### src/rtl/alu_op_sequencer.sv
// Request/response front end for the combinational ALU: decodes ALUOp/funct,
// sequences operands and OP around a parked code, and returns the captured result.
module alu_op_sequencer #(
    parameter logic [3:0] PARK_OP = 4'b1111
) (
    input  logic        clk,
    input  logic        rst_n,
    input  logic        in_valid,
    output logic        in_ready,
    input  logic [1:0]  ALUOp,
    input  logic [5:0]  funct,
    input  logic [31:0] opA,
    input  logic [31:0] opB,
    output logic [31:0] dato1,
    output logic [31:0] dato2,
    output logic [3:0]  OP,
    input  logic [31:0] datoOut,
    input  logic        ZF,
    output logic        out_valid,
    input  logic        out_ready,
    output logic [31:0] resultado,
    output logic        zero,
    output logic        err,
    output logic [15:0] ops_done
);

    localparam int unsigned DATA_W = 32;
    localparam int unsigned OP_W   = 4;
    localparam int unsigned CNT_W  = 16;

    typedef enum logic [1:0] {
        IDLE  = 2'd0,
        SETUP = 2'd1,
        EXEC  = 2'd2,
        RESP  = 2'd3
    } state_t;

    state_t            state_q;
    state_t            state_d;
    logic [OP_W-1:0]   code_q;
    logic [OP_W-1:0]   code_c;
    logic              illegal_c;
    logic              accept_c;
    logic              capture_c;
    logic              complete_c;

    // Request decode to the ALU operation code
    always_comb begin
        code_c    = OP_W'(4'b0010);
        illegal_c = 1'b0;
        unique case (ALUOp)
            2'b00: code_c = OP_W'(4'b0010);
            2'b01: code_c = OP_W'(4'b0110);
            2'b10: begin
                unique case (funct)
                    6'b100100: code_c = OP_W'(4'b0000);
                    6'b100101: code_c = OP_W'(4'b0001);
                    6'b100000: code_c = OP_W'(4'b0010);
                    6'b100010: code_c = OP_W'(4'b0110);
                    6'b101010: code_c = OP_W'(4'b0111);
                    6'b100111: code_c = OP_W'(4'b1100);
                    default:   illegal_c = 1'b1;
                endcase
            end
            default: illegal_c = 1'b1;
        endcase
    end

    // Next-state and handshake strobes
    always_comb begin
        state_d    = state_q;
        accept_c   = 1'b0;
        capture_c  = 1'b0;
        complete_c = 1'b0;
        unique case (state_q)
            IDLE: begin
                if (in_valid) begin
                    accept_c = 1'b1;
                    state_d  = illegal_c ? RESP : SETUP;
                end
            end
            SETUP: state_d = EXEC;
            EXEC: begin
                capture_c = 1'b1;
                state_d   = RESP;
            end
            RESP: begin
                if (out_ready) begin
                    complete_c = 1'b1;
                    state_d    = IDLE;
                end
            end
            default: state_d = IDLE;
        endcase
    end

    always_ff @(posedge clk or negedge rst_n) begin
        if (!rst_n) begin
            state_q <= IDLE;
        end else begin
            state_q <= state_d;
        end
    end

    // Datapath and registered outputs; OP only leaves PARK_OP for the EXEC cycle
    always_ff @(posedge clk or negedge rst_n) begin
        if (!rst_n) begin
            code_q    <= PARK_OP;
            dato1     <= '0;
            dato2     <= '0;
            OP        <= PARK_OP;
            resultado <= '0;
            zero      <= 1'b0;
            err       <= 1'b0;
            out_valid <= 1'b0;
            in_ready  <= 1'b1;
            ops_done  <= '0;
        end else begin
            in_ready  <= (state_d == IDLE);
            out_valid <= (state_d == RESP);
            OP        <= (state_d == EXEC) ? code_q : PARK_OP;
            if (accept_c) begin
                code_q <= code_c;
                if (illegal_c) begin
                    resultado <= '0;
                    zero      <= 1'b1;
                    err       <= 1'b1;
                end else begin
                    dato1 <= opA;
                    dato2 <= opB;
                end
            end
            if (capture_c) begin
                resultado <= DATA_W'(datoOut);
                zero      <= ~ZF;
                err       <= 1'b0;
            end
            if (complete_c && (ops_done != {CNT_W{1'b1}})) begin
                ops_done <= ops_done + CNT_W'(1);
            end
        end
    end

endmodule

### config.mk
export PLATFORM = sky130hd
export DESIGN_NAME = alu_op_sequencer
export DESIGN_NICKNAME = d
export VERILOG_FILES = /design/src/rtl/alu_op_sequencer.sv
export SDC_FILE = /design/constraint.sdc
export NUM_CORES = 1
export LEC_CHECK = 0
export ABC_AREA = 1
export CAP_MARGIN = 20
export CELL_PAD_IN_SITES_DETAIL_PLACEMENT = 1
export CELL_PAD_IN_SITES_GLOBAL_PLACEMENT = 1
export CORE_MARGIN = 2
export CORE_UTILIZATION = 34
export DETAILED_ROUTE_END_ITERATION = 10
export PLACE_DENSITY = 0.86
export SLEW_MARGIN = 40
export SYNTH_ARGS = -nofsm -noshare
export SYNTH_HDL_FRONTEND = slang
export SYNTH_SLANG_ARGS = --single-unit
### constraint.sdc
create_clock -name clk -period 3.75 [get_ports clk]
set_input_delay 0.375 -clock clk [delete_from_list [all_inputs] [get_ports clk]]
set_output_delay 0.375 -clock clk [all_outputs]
set_load 0.02 [all_outputs]
==> results of run 1 <==
-- logic make-up (layout without fill, tap and decap cells) --
logic type / after synthesis / after routing / share of synthesized area, %
AOI/OAI and AO/OA: 83 / 83 / 11.41
xor gates and xnor gates: 12 / 12 / 1.865
buffers and inverters: 117 / 362 / 10.08
adders and majority gates: 4 / 4 / 0.8879
DFF: 126 / 126 / 56.14
and+or+nand+nor: 271 / 271 / 19.62
-- layer usage --
| metal | GRT usage, % | routed length [um] | up-vias | part of all wire (%) |
|---|---|---|---|---|
| met5 | 0 | 0 | - | 0 |
| met4 | 7.407 | 314 | 0 | 1.9 |
| met3 | 8.352 | 1550 | 23 | 9.4 |
| met2 | 32.79 | 8104 | 167 | 49 |
| met1 | 21.55 | 6584 | 2281 | 40 |
| li1 | - | - | 2335 | - |
-- state kept, by name, summed over array words and instances, names as in the netlist --
register and cells:
state_q 2, resultado 32, code_q 4, out_valid 1, zero 1, dato1 32, err 1, dato2 32
OP 4, ops_done 16, in_ready 1
-- how the worst max path moves through the flow --
stage / start / to / cells after the start
2_1_floorplan: ops_done[0] / ops_done[10] / 9
3_3_place_gp: ALUOp[0] / dato1[8] / 10
3_5_place_dp: ALUOp[0] / dato2[15] / 10
4_1_cts: ALUOp[0] / dato1[8] / 10
5_1_grt: ALUOp[0] / dato2[15] / 10
6_report: ALUOp[0] / dato1[8] / 10
-- cells in the final DEF (no fill, tap or decap), types with 4 or more instances in the layout --
cell type        instances
clkdlybuf4s50_1        227
dfstp_2                  9
clkbuf_16               17
nor3_1                   8
o21ai_0                  9
ha_1                     4
dfrtp_1                117
nor2_2                   4
o21ai_1                  9
nand2_1                213
buf_4                    4
nand4_1                  4
nand3_1                 13
xor2_1                  11
inv_1                   93
clkinv_2                 5
nor2_1                  20
o21ai_2                 60
-- per-stage QoR --
step	power, mW	instances
floorplan	4.027	613
global placement	5.489	1045
detailed placement	5.610	1045
CTS	7.296	1078
global route	7.630	1078
finish	7.189	1078
-- report_power, final --
group          switching (mW)  leakage (nW)  internal, mW
Clock                   0.613         0.279          1.01
Sequential              0.352          1.56          1.98
Combinational            1.79          2.28          1.45
-- worst max-delay path, stage by stage --
cell and delay (ns):
clkdlybuf4s50_1 0.48, inv_1 0.06, ha_1 0.23, inv_1 0.10
nor2_1 0.06, nand3_2 0.11, nand3_4 0.58, buf_4 0.46
nand2_1 0.10, o21ai_2 0.05
-- area by class of cell --
cell class | count | share of cell area, %
tap | 220 | 3.183
multi-input combinational | 370 | 22.11
timing repair buffer | 235 | 27.33
sequential | 126 | 36.59
clock buffer | 21 | 5.324
clock inverter | 11 | 1.345
inverter | 95 | 4.123
==> results_dict.tcl, run 1 <==
set metrics [dict create \
    status "finished, final reports clean" \
    final_cell_area_um2 8648 \
    start_util_pct 34.36 \
    worst_pin_slew_ns 0.8014 \
    skew_ns 0.005353 \
    area_delta_synth_final_pct 53.43 \
    synth_cell_type_count 27 \
    dp_slack_ns 0.9571 \
    r2r_end "dato1[8]" \
    layout_min_cycle_time_ns 2.366 \
    synth.top_cells.by_count "nand2_1, dfrtp_1, inv_1" \
    drt-pass1-iter-count 4 \
    hold_ws_ns 0.4621 \
    insertion_delay_ns 0.41 \
    yosysWarningCount 0 \
    nets 958 \
    htreeDepth 4 \
    final_util_pct 52.71 \
    worstPathMaxFanout 55 \
    cts_tree "yes" \
    hold_path_depth 2 \
    routed_wl_um 16550 \
    yosys-top-cells-area "dfrtp_1, nand2_1, o21ai_2" \
    setup_violations 0 \
    crit_required_ns 4.02 \
    grt_pass1_vias 5276 \
    coreArea_um2 16410 \
    synth_cells 613 \
    cts_buffers 17 \
    end_kind "flip-flop" \
    r2r_cells 7 \
    arrival_ns 2.64 \
    maxSlewHeadroom_pct 46.57 \
    cts-root-buf "clkbuf_16" \
    ys_ff_latch 126 \
    grt_setup_unrepaired "false" \
    die_h_um 132.8 \
    cts_setup_buffers 0 \
    crit_type "in -> reg" \
    grt-ovfl-total 0 \
    synth_most_common_cell "nand2_1" \
    die-area_um2 17620 \
    cts_hold_buf 1 \
    hold-path-endpoint "OP[3]" \
    grt_max_degree 71 \
    drv_cap 0 \
    wire_per_inst_um 15.36 \
    fin_ws_ns 1.384 \
    vias 4806 \
    dpl_cell_area_um2 8061 \
    multi_input_area_um2 1912 \
    ys_async_sr_fraction_pct 100.0 \
    setup-tns-final_ns 0 \
    hold_viol 0 \
    fmax_mhz 422.7 \
    min_period_over_period_pct 63.09 \
    antenna_found_initial 0 \
    detailed_place_hpwl_um 12020 \
    drcViolationCount 0 \
    clkTransAtPathRegs_ns 0.06 \
    ys_seq_area_share_pct 56.14 \
    p_leak_nw 4.117 \
    hold_class "reg -> reg" \
    regArea_um2 3164 \
    p_per_area_nw_per_um2 831.3 \
    drv_slew 0 \
    cts_resized 0 \
    drtIter0Drc 123 \
    synth_area_per_cell_um2 9.195 \
    synth_area_um2 5637 \
    die_width_um 132.8 \
    r2r_slack_ns 1.44 \
    io_buffers 228 \
    gr-usage-all-layers_pct 19.35 \
    vias_per_cell 4.458 \
    cts_max_path_buffers 2 \
    synthFlopType "dfrtp_1" \
    min_from "code_q[3]" \
    synth_nets 726 \
    reg2reg_from "state_q[0]" \
    place.gp.congestion 0.7894 \
    synth_edf_count 0 \
    fill_cells 1840 \
    drive_gt1_share_pct 13.99 \
    grt_pass1_wl_um 26850 \
    ant_nets 0 \
    num_io_pins 229 \
    num_rows 47 \
    cts_sinks 126 \
    antenna_cells 0 \
    critPathLaunchType "input port" \
    synth_top_area_share_pct 51.94 \
    peakVddDrop_mv 0.4189 \
    yosysTopAreaCell "dfrtp_1" \
]
Power figures use the tool's default switching activity.
==> inputs of run 2 (changes only) <==
--- a/config.mk
+++ b/config.mk
@@ -10,9 +10,9 @@
 export CELL_PAD_IN_SITES_DETAIL_PLACEMENT = 1
 export CELL_PAD_IN_SITES_GLOBAL_PLACEMENT = 1
 export CORE_MARGIN = 2
-export CORE_UTILIZATION = 34
+export CORE_UTILIZATION = 28
 export DETAILED_ROUTE_END_ITERATION = 10
-export PLACE_DENSITY = 0.86
+export PLACE_DENSITY = 0.76
 export SLEW_MARGIN = 40
 export SYNTH_ARGS = -nofsm -noshare
 export SYNTH_HDL_FRONTEND = slang
==> constraint.sdc (replaced) <==
create_clock -name clk -period 1.9 [get_ports clk]
set_input_delay 0.19 -clock clk [delete_from_list [all_inputs] [get_ports clk]]
set_output_delay 0.19 -clock clk [all_outputs]
set_load 0.02 [all_outputs]
==> run 2 against run 1 <==
Net effect: sequential power up 96%; setup slack got worse by 1.2 ns; count of clock-buffer cells in the layout fell by 1; critical endpoint is now in_ready; first-iteration DRC count shrank 8.9%; via count shrank 0.35%.
==> results_dict.tcl, run 2 (same netlist as run 1, synthesis figures left out) <==
set metrics [dict create \
    status "finished, final reports clean" \
    r2r_slack_ns 0.18 \
    cts-root-buf "clkbuf_16" \
    drt-pass1-iter-count 4 \
    p_per_area_nw_per_um2 1609 \
    hold_ws_ns 0.2685 \
    gr-usage-all-layers_pct 15.54 \
    worst_path_max_delay_cell "clkdlybuf4s50_1" \
    drv_slew 0 \
    r2r_end "ops_done[9]" \
    r2r_cells 8 \
    drtIter0Drc 112 \
    hold_viol 0 \
    num_io_pins 229 \
    critPathLaunchType "flip-flop" \
    fin_cells 1136 \
    vias_per_cell 4.216 \
    drive_gt1_share_pct 15.50 \
    ant_nets 0 \
    arrival_ns 1.57 \
    grt-ovfl-total 0 \
    reg2reg_from "ops_done[1]" \
    worst_pin_slew_ns 0.4421 \
    worst-path-buf-inv 1 \
    crit_required_ns 1.71 \
    cts_buffers 17 \
    coreArea_um2 19590 \
    detailed_place_hpwl_um 11940 \
    die_h_um 145.9 \
    dpl_cell_area_um2 8234 \
    p_leak_nw 4.179 \
    crit_path_start "in_ready" \
    antenna_found_initial 0 \
    cts_sinks 126 \
    setup_violations 0 \
    insertion_delay_ns 0.41 \
    die_width_um 145.9 \
    area_delta_synth_final_pct 57.07 \
    critical-path-max-stage-delay_ns 0.65 \
    crit_type "reg -> out" \
    fin_ws_ns 0.1434 \
    grt_pass1_vias 5183 \
    setup-tns-final_ns 0 \
    final_cell_area_um2 8853 \
    reg_top3 "dato1 (32), dato2 (32), resultado (32)" \
    final_cell_mix "clkdlybuf4s50_1, nand2_1, dfrtp_1" \
    layout_min_cycle_time_ns 1.757 \
    skew_ns 0.009336 \
    min_period_over_period_pct 92.45 \
    cpLargestDelayFamily "buffers and inverters" \
    htreeDepth 4 \
    antenna_cells 0 \
    hold_class "in -> async" \
    num_rows 51 \
    nets 971 \
    die-area_um2 21280 \
    end_kind "output port" \
    cts_tree "yes" \
    place.gp.congestion 0.6990 \
    worstPathMaxFanout 1 \
    drcViolationCount 0 \
    maxSlewHeadroom_pct 70.52 \
    cts_max_path_buffers 2 \
    cp-endpoint "in_ready" \
    dp_slack_ns -0.02021 \
    final_util_pct 45.19 \
    drv_cap 0 \
    final_common_cell "clkdlybuf4s50_1" \
    crit_chain "clkdlybuf4s50_1" \
    peakVddDrop_mv 0.7800 \
    grt_max_degree 43 \
    fmax_mhz 569.3 \
    clkTransAtPathRegs_ns 0.06 \
    routed_wl_um 15910 \
    io_buffers 228 \
    start_util_pct 28.77 \
    cp_num_cells 1 \
    grt_pass1_wl_um 26700 \
    power_mw 14.25 \
    dp_cells 1101 \
    vias 4789 \
    wire_per_inst_um 14.01 \
]
run 2: changes by cell type in the layout (fill, tap and decap cells not counted), moves of 2 or more:
cell / before / now
buf_12: 2 / 5
buf_4: 4 / 14
clkinv_2: 5 / 2
clkinv_4: 1 / 3
clkinvlp_4: 3 / 5
inv_6: 0 / 2
run 2: worst register-to-register path, cell delays in order (launching register included):
cell	delay, ns
dfrtp_1	0.38
ha_1	0.21
nand3_1	0.15
nor2_2	0.17
nand3_1	0.14
nand2_4	0.17
clkinvlp_4	0.19
nand2_1	0.12
o21ai_1	0.07
run 2: layer usage:
layer  wire length, um  global-route usage [%]  vias to the layer above  share of wire [%]
met5                 0                       0                        -                  0
met4               123                   3.824                        0               0.77
met3              1646                   7.492                        9                 10
met2              7631                   25.75                      158                 48
met1              6509                   18.13                     2260                 41
li1                  -                       -                     2362                  -
run 2: worst min path at each step:
stage | from | cells past startpoint | slack, ns | to
2_1_floorplan | rst_n | 0 | -0.11 | dato1[0]
3_3_place_gp | rst_n | 1 | 0.18 | ops_done[4]
3_5_place_dp | rst_n | 1 | 0.17 | ops_done[4]
4_1_cts | rst_n | 2 | 0.27 | ops_done[4]
5_1_grt | rst_n | 2 | 0.29 | ops_done[4]
6_report | rst_n | 2 | 0.27 | ops_done[8]
run 2: cell type report:
class	count	area, um^2
clock buffers	20	446.7
clock inverters	12	136.4
fillers	2276	10740
inverters	95	360.3
multi-input cells	370	1919
flip-flops and latches	126	3164
well taps	265	331.6
repair buffers	247	2487
repair inverters	1	7.507
run 2: power breakdown:
part / total (mW) / switching [mW] / leakage [nW] / internal (mW)
Clock: 3.20 / 1.23 / 0.277 / 1.97
Sequential: 4.57 / 0.669 / 1.56 / 3.90
Combinational: 6.48 / 3.51 / 2.34 / 2.98
Total: 14.2 / 5.40 / 4.18 / 8.85
run 2: timing repair:
action,in CTS,in global routing
setup endpoints to repair,0,9
endpoints found under the hold margin,21,0
gates resized for setup,0,4
hold buffers,1,0
setup buffers,0,1
==> inputs of run 3 (changes only) <==
--- a/config.mk
+++ b/config.mk
@@ -13,6 +13,7 @@
 export CORE_UTILIZATION = 28
 export DETAILED_ROUTE_END_ITERATION = 10
 export PLACE_DENSITY = 0.76
+export SKIP_LAST_GASP = 1
 export SLEW_MARGIN = 40
 export SYNTH_ARGS = -nofsm -noshare
 export SYNTH_HDL_FRONTEND = slang
==> results of run 3 <==
No change in the layout: final DEF, timing and power equal those of run 2.
